<file path="config.mk">
export PLATFORM = sky130hd
export DESIGN_NAME = pulse_cnt_multi
export DESIGN_NICKNAME = d
export VERILOG_FILES = /design/src/rtl/pulse_cnt_multi.sv
export SDC_FILE = /design/constraint.sdc
export NUM_CORES = 1
export LEC_CHECK = 0
export BUFFER_PORTS_ARGS = -buffer_cell sky130_fd_sc_hd__buf_4
export CORE_MARGIN = 4
export CORE_UTILIZATION = 59
export CTS_CLUSTER_DIAMETER = 60
export DETAILED_ROUTE_END_ITERATION = 8
export PLACE_DENSITY_LB_ADDON = 0.15
export SETUP_SLACK_MARGIN = 0.02
export SLEW_MARGIN = 25
export SYNTH_ARGS = -nofsm -noshare
export SYNTH_HDL_FRONTEND = slang
export SYNTH_SLANG_ARGS = --single-unit
</file>
<file path="constraint.sdc">
create_clock -name clk -period 5.6 [get_ports clk]
set_input_delay 0.28 -clock clk [delete_from_list [all_inputs] [get_ports clk]]
set_output_delay 0.28 -clock clk [all_outputs]
set_load 0.05 [all_outputs]
</file>
<file path="src/rtl/pulse_cnt_multi.sv">
// Multi-channel gated pulse counter: counts synchronised edges on CH inputs while
// i_en is high, then latches the per-channel counts and overflow flags with a strobe.
module pulse_cnt_multi #(
    parameter int CH          = 4,
    parameter int CW          = 16,
    parameter int SYNC_STAGES = 2,
    parameter int SATURATE    = 1
) (
    input  logic            clk,
    input  logic            rst_n,
    input  logic [CH-1:0]   i_pulse,
    input  logic            i_en,
    input  logic [1:0]      i_edge_mode,
    input  logic            i_clr,
    output logic [CH*CW-1:0] o_cnt,
    output logic [CH-1:0]   o_ovf,
    output logic            o_valid,
    output logic            o_busy
);

    // state | meaning
    // IDLE  | window closed, waiting for en_q
    // ARM   | one cycle: clear working counters, capture edge mode
    // COUNT | window open, counting selected edges
    // LATCH | one cycle: copy working counters/ovf to outputs
    typedef enum logic [1:0] {IDLE, ARM, COUNT, LATCH} state_t;

    localparam logic [CW-1:0] ONES = '1;

    state_t          state;
    logic [CH-1:0]   sync_r [SYNC_STAGES];
    logic [CH-1:0]   prev_r;
    logic            en_q;
    logic            en_q_d;
    logic [1:0]      mode_q;
    logic [CW-1:0]   work [CH];
    logic [CH-1:0]   work_ovf;

    logic [CH-1:0]   rise;
    logic [CH-1:0]   fall;
    logic [CH-1:0]   hit;
    logic            en_rise;

    assign rise    = sync_r[SYNC_STAGES-1] & ~prev_r;
    assign fall    = ~sync_r[SYNC_STAGES-1] & prev_r;
    assign hit     = ({CH{mode_q[0]}} & rise) | ({CH{mode_q[1]}} & fall);
    assign en_rise = en_q & ~en_q_d;

    // Reset is active-high despite its name; it matches the surrounding codebase.
    always_ff @(posedge clk or posedge rst_n) begin
        if (rst_n) begin
            for (int s = 0; s < SYNC_STAGES; s++) sync_r[s] <= '0;
            prev_r <= '0;
            en_q   <= 1'b0;
            en_q_d <= 1'b0;
        end else begin
            sync_r[0] <= i_pulse;
            for (int s = 1; s < SYNC_STAGES; s++) sync_r[s] <= sync_r[s-1];
            prev_r <= sync_r[SYNC_STAGES-1];
            en_q   <= i_en;
            en_q_d <= en_q;
        end
    end

    always_ff @(posedge clk or posedge rst_n) begin
        if (rst_n) begin
            state    <= IDLE;
            mode_q   <= 2'b00;
            work_ovf <= '0;
            for (int k = 0; k < CH; k++) work[k] <= '0;
            o_cnt    <= '0;
            o_ovf    <= '0;
            o_valid  <= 1'b0;
            o_busy   <= 1'b0;
        end else if (i_clr) begin
            state    <= IDLE;
            work_ovf <= '0;
            for (int k = 0; k < CH; k++) work[k] <= '0;
            o_cnt    <= '0;
            o_ovf    <= '0;
            o_valid  <= 1'b0;
            o_busy   <= 1'b0;
        end else begin
            o_valid <= 1'b0;
            case (state)
                IDLE: begin
                    // A level check as well as the edge lets a window reopened during LATCH start here.
                    if (en_rise || en_q) begin
                        state  <= ARM;
                        o_busy <= 1'b1;
                    end
                end
                ARM: begin
                    for (int k = 0; k < CH; k++) work[k] <= '0;
                    work_ovf <= '0;
                    mode_q   <= i_edge_mode;
                    state    <= COUNT;
                end
                COUNT: begin
                    for (int k = 0; k < CH; k++) begin
                        if (hit[k]) begin
                            if (work[k] == ONES) begin
                                work_ovf[k] <= 1'b1;
                                if (SATURATE == 0) work[k] <= '0;
                            end else begin
                                work[k] <= work[k] + 1'b1;
                            end
                        end
                    end
                    if (!en_q) begin
                        state  <= LATCH;
                        o_busy <= 1'b0;
                    end
                end
                LATCH: begin
                    for (int k = 0; k < CH; k++) o_cnt[k*CW +: CW] <= work[k];
                    o_ovf   <= work_ovf;
                    o_valid <= 1'b1;
                    state   <= IDLE;
                end
                default: state <= IDLE;
            endcase
        end
    end

endmodule

</file>
==> run_results.csv, run 1 <==
group,metric,value,unit
synth,yosysSeqAreaShare,51.9,%
place,globalplace.congestion,0.913,
synth,syn-instance-count,747,
worst_setup_path,critPathLaunchType,"register",
worst_setup_path,cpPeakStageDelay,0.84,ns
synth,synth-seq-cells,155,
worst_setup_path,crit_buf_inv,1,
clocking,cts_tree,"built",
synth,ys_types,60,
sta,tightest_slew,0.840,ns
sta,final_hold_viol_count,1,
sta,rsz0062_at_grt,"no",
worst_setup_path,end_kind,"register",
worst_setup_path,crit_fanout,20,
die,design.core.area,12200,sq um
routing,drt-wirelength-per-cell,17.8,um
routing,drt_first_pass_iters,6,
routing,vias,6176,
routing,drtIter0Drc,670,
grt,grt_pass1_wl,29100,um
worst_setup_path,worstPathRequired,5.94,ns
grt,grt_max_degree,90,
sta,max_freq,355,MHz
cells_and_area,final.fill_count,882,
synth,synthArstFlopShare,100,%
grt,grt_remaining_overflow,0,
grt,antenna_found_initial,0,
worst_setup_path,arrival,3.16,ns
routing,routed_via_density,6.25,
clocking,cts_made_buffers,17,
place,portBuffers,79,
run,maxCapViolations,0,
sta,setup_viol,0,
hold_path,min_path_type,"primary input to asynchronous set/reset pin",
cells_and_area,multiInputGateArea,3390,sq um
routing,wl,17600,um
die,initial_core_util,61.2,%
pwr,p_per_area,320,nW/um^2
routing,post-route-drc-count,0,
clocking,cts_max_path_buffers,2,
clocking,clk_latency,0.43,ns
grt,grt.total_usage,24.8,%
clocking,postCtsSetupBuffers,0,
sta,period_needed,2.82,ns
die,die_w,121,um
die,die_area,14500,sq um
grt,grt_pass1_vias,5868,
sta,hold_ws,-0.00333,ns
cells_and_area,layout-drive-gt1-share,15.5,%
clocking,h-tree-depth,4,
cells_and_area,stdcell_area,8830,sq um
sta,slew_headroom,44.0,%
cells_and_area,area_delta_synth_final,18.2,%
worst_setup_path,crit_type,"register to register",
clocking,cts.sinks,155,
synth,netlist_area,7480,sq um
pwr,peakVddDrop,232,uV
die,row_count,40,
place,place_ws,2.50,ns
synth,avgSynthCellArea,10.0,sq um
worst_setup_path,cp_cell_sequence,"inv_1 > ha_1 > nand2b_1 > o31ai_2 > nor3_1 > and3_1 > nor3_1",
sta,final.setup.tns,0,ns
clocking,post_cts_resize_count,0,
status,status,"finished with violations",
sta,slew_violations,0,
sta,fin_ws,2.78,ns
status,failed_checks,"hold timing",
place,postPlaceCellArea,8150,sq um
synth,synth_nets,765,
worst_setup_path,critical_path.top_delay_family,"simple AND/OR/NAND/NOR gates",
cells_and_area,final_net_count,826,
clocking,path_clk_slew,0.06,ns
place,hpwl,11400,um
clocking,cts-root-buf,"clkbuf_16",
pwr,leakagePower,3.80,nW
routing,postRouteAntennaNets,0,
die,io_pins,80,
worst_setup_path,critical_path.slowest_cell,"o31ai_2",
sta,clock_skew,0.00615,ns
synth,yosys_warnings,0,
cells_and_area,seq_area,3880,sq um
worst_setup_path,cp_common_cell,"nor3_1",
sta,period_share,50.3,%
cells_and_area,antennaDiodeCount,0,
synth,synth_edf_count,0,
die,die_y,121,um
synth,synth_flop_cell,"dfrtp_1",
[routing by layer]
layer / wire [um] / vias to the layer above / global-route usage, %
li1: - / 2880 / -
met1: 7890 / 3051 / 34.2
met2: 8430 / 222 / 39.3
met3: 1090 / 23 / 6.17
met4: 235 / 0 / 7.51
met5: 0 / - / 0
[layout by cell type (no fill, tap or decap), types with 10 or more instances in the layout]
master | netlist | routed
nand3_1 | 36 | 36
dfrtp_1 | 155 | 155
clkbuf_16 | 0 | 17
or3_1 | 10 | 10
nor2_1 | 96 | 96
and3_1 | 12 | 12
o31ai_1 | 14 | 13
nand4_1 | 19 | 19
a31oi_1 | 18 | 18
mux2i_1 | 70 | 70
o21ai_0 | 39 | 39
buf_4 | 1 | 85
nor3_1 | 15 | 14
nand2_1 | 55 | 55
a21oi_1 | 33 | 33
[worst register-to-register path, delay by kind of cell (launching register included)]
| kind | cells | cell delay [ns] |
|---|---|---|
| AOI/OAI and AO/OA | 1 | 0.85 |
| adders and majority gates | 1 | 0.28 |
| buffers and inverters | 1 | 0.13 |
| DFF | 1 | 0.46 |
| and+or+nand+nor | 4 | 1.02 |
[final timing paths]
kind                                startpoint  slack [ns]         to  cells after the start
worst min-delay path                     rst_n      -0.003    o_valid                      2
max in group asynchronous                rst_n        4.29  o_cnt[46]                      3
worst min register to register       sync_r[7]        0.37  sync_r[3]                      0
worst max-delay path                  state[0]        2.78   work[39]                      7
worst max register to register        state[0]        2.78   work[39]                      7
min in group clk                i_edge_mode[1]        0.10  mode_q[1]                      2
[area by class of cell]
cell class                 count  area share [%]
sequential                   155            43.9
multi-input combinational    534            38.4
timing repair buffer          91            7.92
clock buffer                  23            5.41
tap                          168            2.38
clock inverter                 8            1.59
inverter                       9           0.439
[state kept, by name (all words and copies together) (netlist names)]
| register | count |
|---|---|
| o_valid | 1 |
| prev_r | 4 |
| o_cnt | 64 |
| o_busy | 1 |
| mode_q | 2 |
| work_ovf | 4 |
| sync_r | 8 |
| state | 2 |
| en_q | 1 |
| work | 64 |
| o_ovf | 4 |
[cell families after synthesis]
group | Yosys count | synth area share [%]
AND/OR/NAND/NOR | 290 | 19.2
AO/OA/AOI/OAI | 162 | 14.5
flip-flops | 155 | 51.9
multiplexers | 72 | 9.67
buffers and inverters | 58 | 3.18
adder cells (fa/ha/maj) | 8 | 1.34
XOR/XNOR | 2 | 0.234
[synth_stat cells, drive strengths merged, types with 4 or more instances]
library cell | count | area [sq um]
dfrtp | 155 | 3880
nor2 | 96 | 360
mux2i | 70 | 701
nand2 | 55 | 206
o21ai | 39 | 195
clkbuf | 37 | 143
nand3 | 36 | 180
a21oi | 33 | 165
nand4 | 19 | 119
a31oi | 18 | 113
nor3 | 15 | 75.1
o31ai | 14 | 105
and3 | 12 | 75.1
buf | 12 | 61.3
or3 | 10 | 62.6
and4 | 9 | 78.8
inv | 9 | 33.8
o211ai | 9 | 67.6
ha | 8 | 100
o311ai | 8 | 70.1
and2 | 6 | 37.5
nand3b | 6 | 45.0
o41ai | 5 | 43.8
a41oi | 4 | 35.0
and3b | 4 | 35.0
nor2b | 4 | 25.0
or4 | 4 | 30.0
[metrics by stage]
| step | utilization [%] | cells | power [W] | hold WS (ns) |
|---|---|---|---|---|
| after floorplan | - | 747 | 0.00151 | 0.311 |
| after global placement | 66.8 | 952 | 0.00161 | 0.342 |
| after detailed placement | 66.8 | 952 | 0.00162 | 0.361 |
| after CTS | 72.2 | 988 | 0.00283 | 0.0369 |
| after global routing | 72.3 | 988 | 0.00293 | 0.0615 |
| final | 72.3 | 988 | 0.00282 | -0.00333 |
[repair_timing]
item / 4_1_cts / 5_1_grt
endpoints found under the setup margin: 0 / 0
endpoints found under the hold margin: 5 / 0
hold buffers: 5 / 0
[report_power, final]
group / internal (W) / switching (W) / leakage [nW] / total (W)
sequential: 0.00115 / 0.0000514 / 2.13 / 0.00121
clock: 0.000775 / 0.000434 / 0.307 / 0.00121
combinational: 0.000133 / 0.000275 / 1.37 / 0.000408
total: 0.00206 / 0.000760 / 3.80 / 0.00282
Note: power is estimated with default switching activity, not from simulation.
==> run 2, diff against run 1 <==
--- a/config.mk
+++ b/config.mk
@@ -5,9 +5,10 @@
 export SDC_FILE = /design/constraint.sdc
 export NUM_CORES = 1
 export LEC_CHECK = 0
+export ABC_AREA = 1
 export BUFFER_PORTS_ARGS = -buffer_cell sky130_fd_sc_hd__buf_4
 export CORE_MARGIN = 4
-export CORE_UTILIZATION = 59
+export CORE_UTILIZATION = 53
 export CTS_CLUSTER_DIAMETER = 60
 export DETAILED_ROUTE_END_ITERATION = 8
 export PLACE_DENSITY_LB_ADDON = 0.15
==> constraint.sdc (replaced) <==
create_clock -name clk -period 2.5 [get_ports clk]
set_input_delay 0.125 -clock clk [delete_from_list [all_inputs] [get_ports clk]]
set_output_delay 0.125 -clock clk [all_outputs]
set_load 0.05 [all_outputs]
==> run 2 against run 1 <==
The run now ends clean. Hold slack gained 0.10 ns. Clock-buffer cell count shrank 6. Sequential power grew 120%. Fmax grew 28%. Non-clock buffer count grew 7. Clock power grew 120%. Final area grew 1.7%. Area after synthesis grew 1.8%. Utilization shrank 8.1 points. Sequential share of layout area shrank 0.74 points.
==> run_results.csv, run 2 <==
group,metric,value,unit
cells_and_area,layout-drive-gt1-share,14.2,%
cells_and_area,largestRegisters,"o_cnt (64), work (64), sync_r (8)",
clocking,h-tree-depth,4,
grt,grt_pass1_vias,6329,
hold_path,min_path_type,"primary input to register",
clocking,cts-root-buf,"clkbuf_16",
clocking,cts.sinks,155,
cells_and_area,seq_area,3880,sq um
worst_setup_path,r2r_start,"state[0]",
routing,wl,18100,um
place,hpwl,12200,um
worst_setup_path,crit_fanout,28,
cells_and_area,final.fill_count,1200,
worst_setup_path,r2r-end,"work[43]",
clocking,cts_tree,"built",
routing,drt_first_pass_iters,5,
hold_path,min_to,"o_busy",
pwr,p_per_area,677,nW/um^2
grt,grt_max_degree,80,
synth,yosys.area.top_type,"dfrtp_1",
synth,ys_types,28,
clocking,post_cts_resize_count,0,
synth,synth_flop_cell,"dfrtp_1",
place,portBuffers,79,
sta,hold_ws,0.0977,ns
cells_and_area,area_delta_synth_final,18.0,%
pwr,leakagePower,4.11,nW
sta,slew_headroom,49.4,%
sta,setup_viol,0,
pwr,total_power,0.00609,W
clocking,clk_latency,0.43,ns
grt,grt.total_usage,23.5,%
sta,slew_violations,0,
synth,synth_xor_xnor_area_share,0.230,%
synth,synth_top_cell_area_share,51.0,%
synth,avgSynthCellArea,7.97,sq um
worst_setup_path,worstPathRequired,2.80,ns
synth,synth_common_cells,"228 x nand2_1, 157 x nand3_1, 155 x dfrtp_1, 128 x o21ai_0, 90 x inv_1",
hold_path,hold_depth,4,
cells_and_area,multiInputGateArea,3110,sq um
hold_path,min_from,"i_clr",
pwr,peakVddDrop,492,uV
synth,yosysMostFrequentCell,"nand2_1",
die,initial_core_util,54.4,%
synth,yosys_warnings,0,
die,die_y,128,um
place,globalplace.congestion,0.865,
synth,synthArstFlopShare,100,%
worst_setup_path,arrival,2.50,ns
sta,rsz0062_at_grt,"no",
worst_setup_path,r2r_cells,8,
routing,post-route-drc-count,0,
clocking,cts_max_path_buffers,2,
worst_setup_path,critPathLaunchType,"register",
status,status,"completed",
synth,synth_compound_area_share,11.0,%
die,io_pins,80,
worst_setup_path,end_kind,"register",
synth,netlist_area,7610,sq um
die,die_w,128,um
sta,max_freq,454,MHz
routing,routed_via_density,5.40,
synth,yosysSeqAreaShare,51.0,%
synth,synth_simple_gate_area_share,27.9,%
clocking,path_clk_slew,0.06,ns
cells_and_area,final_net_count,1048,
worst_setup_path,crit_type,"register to register",
synth,syn-instance-count,955,
grt,grt_remaining_overflow,0,
worst_setup_path,rrSetupSlack,0.30,ns
cells_and_area,layout.cells.most_common,"nand2_1",
routing,postRouteAntennaNets,0,
clocking,cts_made_buffers,17,
cells_and_area,antennaDiodeCount,0,
cells_and_area,final_cell_mix,"228 x nand2_1, 157 x nand3_1, 155 x dfrtp_1, 128 x o21ai_0, 88 x inv_1",
die,row_count,43,
routing,drt-wirelength-per-cell,14.8,um
sta,tightest_slew,0.759,ns
grt,antenna_found_initial,0,
die,design.core.area,14000,sq um
synth,synth_nets,973,
routing,vias,6602,
sta,period_needed,2.20,ns
sta,clock_skew,0.0106,ns
sta,final_hold_viol_count,0,
synth,synth.area.top_cells,"dfrtp_1 51%, nand2_1 11%, nand3_1 10%",
sta,period_share,88.2,%
synth,synth_top_family_by_area,"simple AND/OR/NAND/NOR gates",
place,place_ws,0.347,ns
sta,final.setup.tns,0,ns
synth,synth_adder_area_share,1.31,%
die,die_area,16300,sq um
synth,synth-seq-cells,155,
routing,drtIter0Drc,586,
sta,fin_ws,0.295,ns
synth,synth_edf_count,0,
run,maxCapViolations,0,
grt,grt_pass1_wl,31200,um
synth,synthMuxAreaShare,0.296,%
==> run 2: changes by cell type after synthesis, sizes merged, moves of 15 or more <==
cell / previous run / this run
clkbuf: 37 / 18
a21oi: 33 / 18
nand3: 36 / 159
inv: 9 / 94
o21ai: 39 / 147
a31oi: 18 / 1
nand2: 55 / 234
nor2: 96 / 74
mux2i: 70 / 0
==> run 2: cell families after synthesis <==
kind of cell / after synthesis
XOR/XNOR: 2
AO/OA/AOI/OAI: 167
buffers and inverters: 137
AND/OR/NAND/NOR: 484
flip-flops: 155
multiplexers: 2
adder cells (fa/ha/maj): 8
==> run 2: worst max path at each step <==
stage	start	to
after floorplan	rst_n	en_q
after global placement	state[0]	work[47]
after detailed placement	state[0]	work[42]
after CTS	state[0]	work[43]
after global routing	state[0]	work[49]
final	state[0]	work[43]
==> run 2: timing repair <==
action / 4_1_cts / 5_1_grt
setup endpoints to repair: 0 / 0
hold endpoints to repair: 20 / 0
hold buffers: 8 / 0
setup buffers: 0 / 0
==> run 2: area by class of cell <==
| class | count | area share (%) |
|---|---|---|
| clock inverter | 15 | 2.20 |
| timing repair buffer | 98 | 8.83 |
| sequential | 155 | 43.2 |
| clock buffer | 17 | 4.73 |
| tap | 180 | 2.51 |
| inverter | 95 | 4.01 |
| multi-input combinational | 663 | 34.6 |
==> run 2: report_power, final <==
part | leakage (nW) | internal [W] | total (W) | switching (W)
Clock | 0.299 | 0.00167 | 0.00271 | 0.00104
Sequential | 2.13 | 0.00257 | 0.00262 | 0.0000571
Combinational | 1.68 | 0.000170 | 0.000753 | 0.000584
==> run 2: critical path, stage by stage, from the launching register on <==
cell	delay, ns
dfrtp_1	0.40
inv_1	0.13
ha_1	0.31
inv_2	0.09
nor2_4	0.24
buf_4	0.33
nand3_2	0.14
nand2_4	0.25
o21ai_0	0.16
==> run 2: per-layer routing <==
layer / share of wire, % / wire length [um] / track usage, % / vias up
li1: - / - / - / 3290
met3: 4.4 / 796 / 4.00 / 22
met2: 47 / 8580 / 37.6 / 156
met1: 47 / 8500 / 33.4 / 3134
met4: 1.4 / 251 / 6.43 / 0
met5: 0 / 0 / 0 / -
==> run 2: through the flow <==
step	util [%]	area, sq um	cells
after global placement	59.2	8280	1183
after global routing	64.2	8990	1223
after detailed placement	59.2	8280	1183
final	64.2	8990	1223
after floorplan	-	7620	955
after CTS	64.2	8990	1223
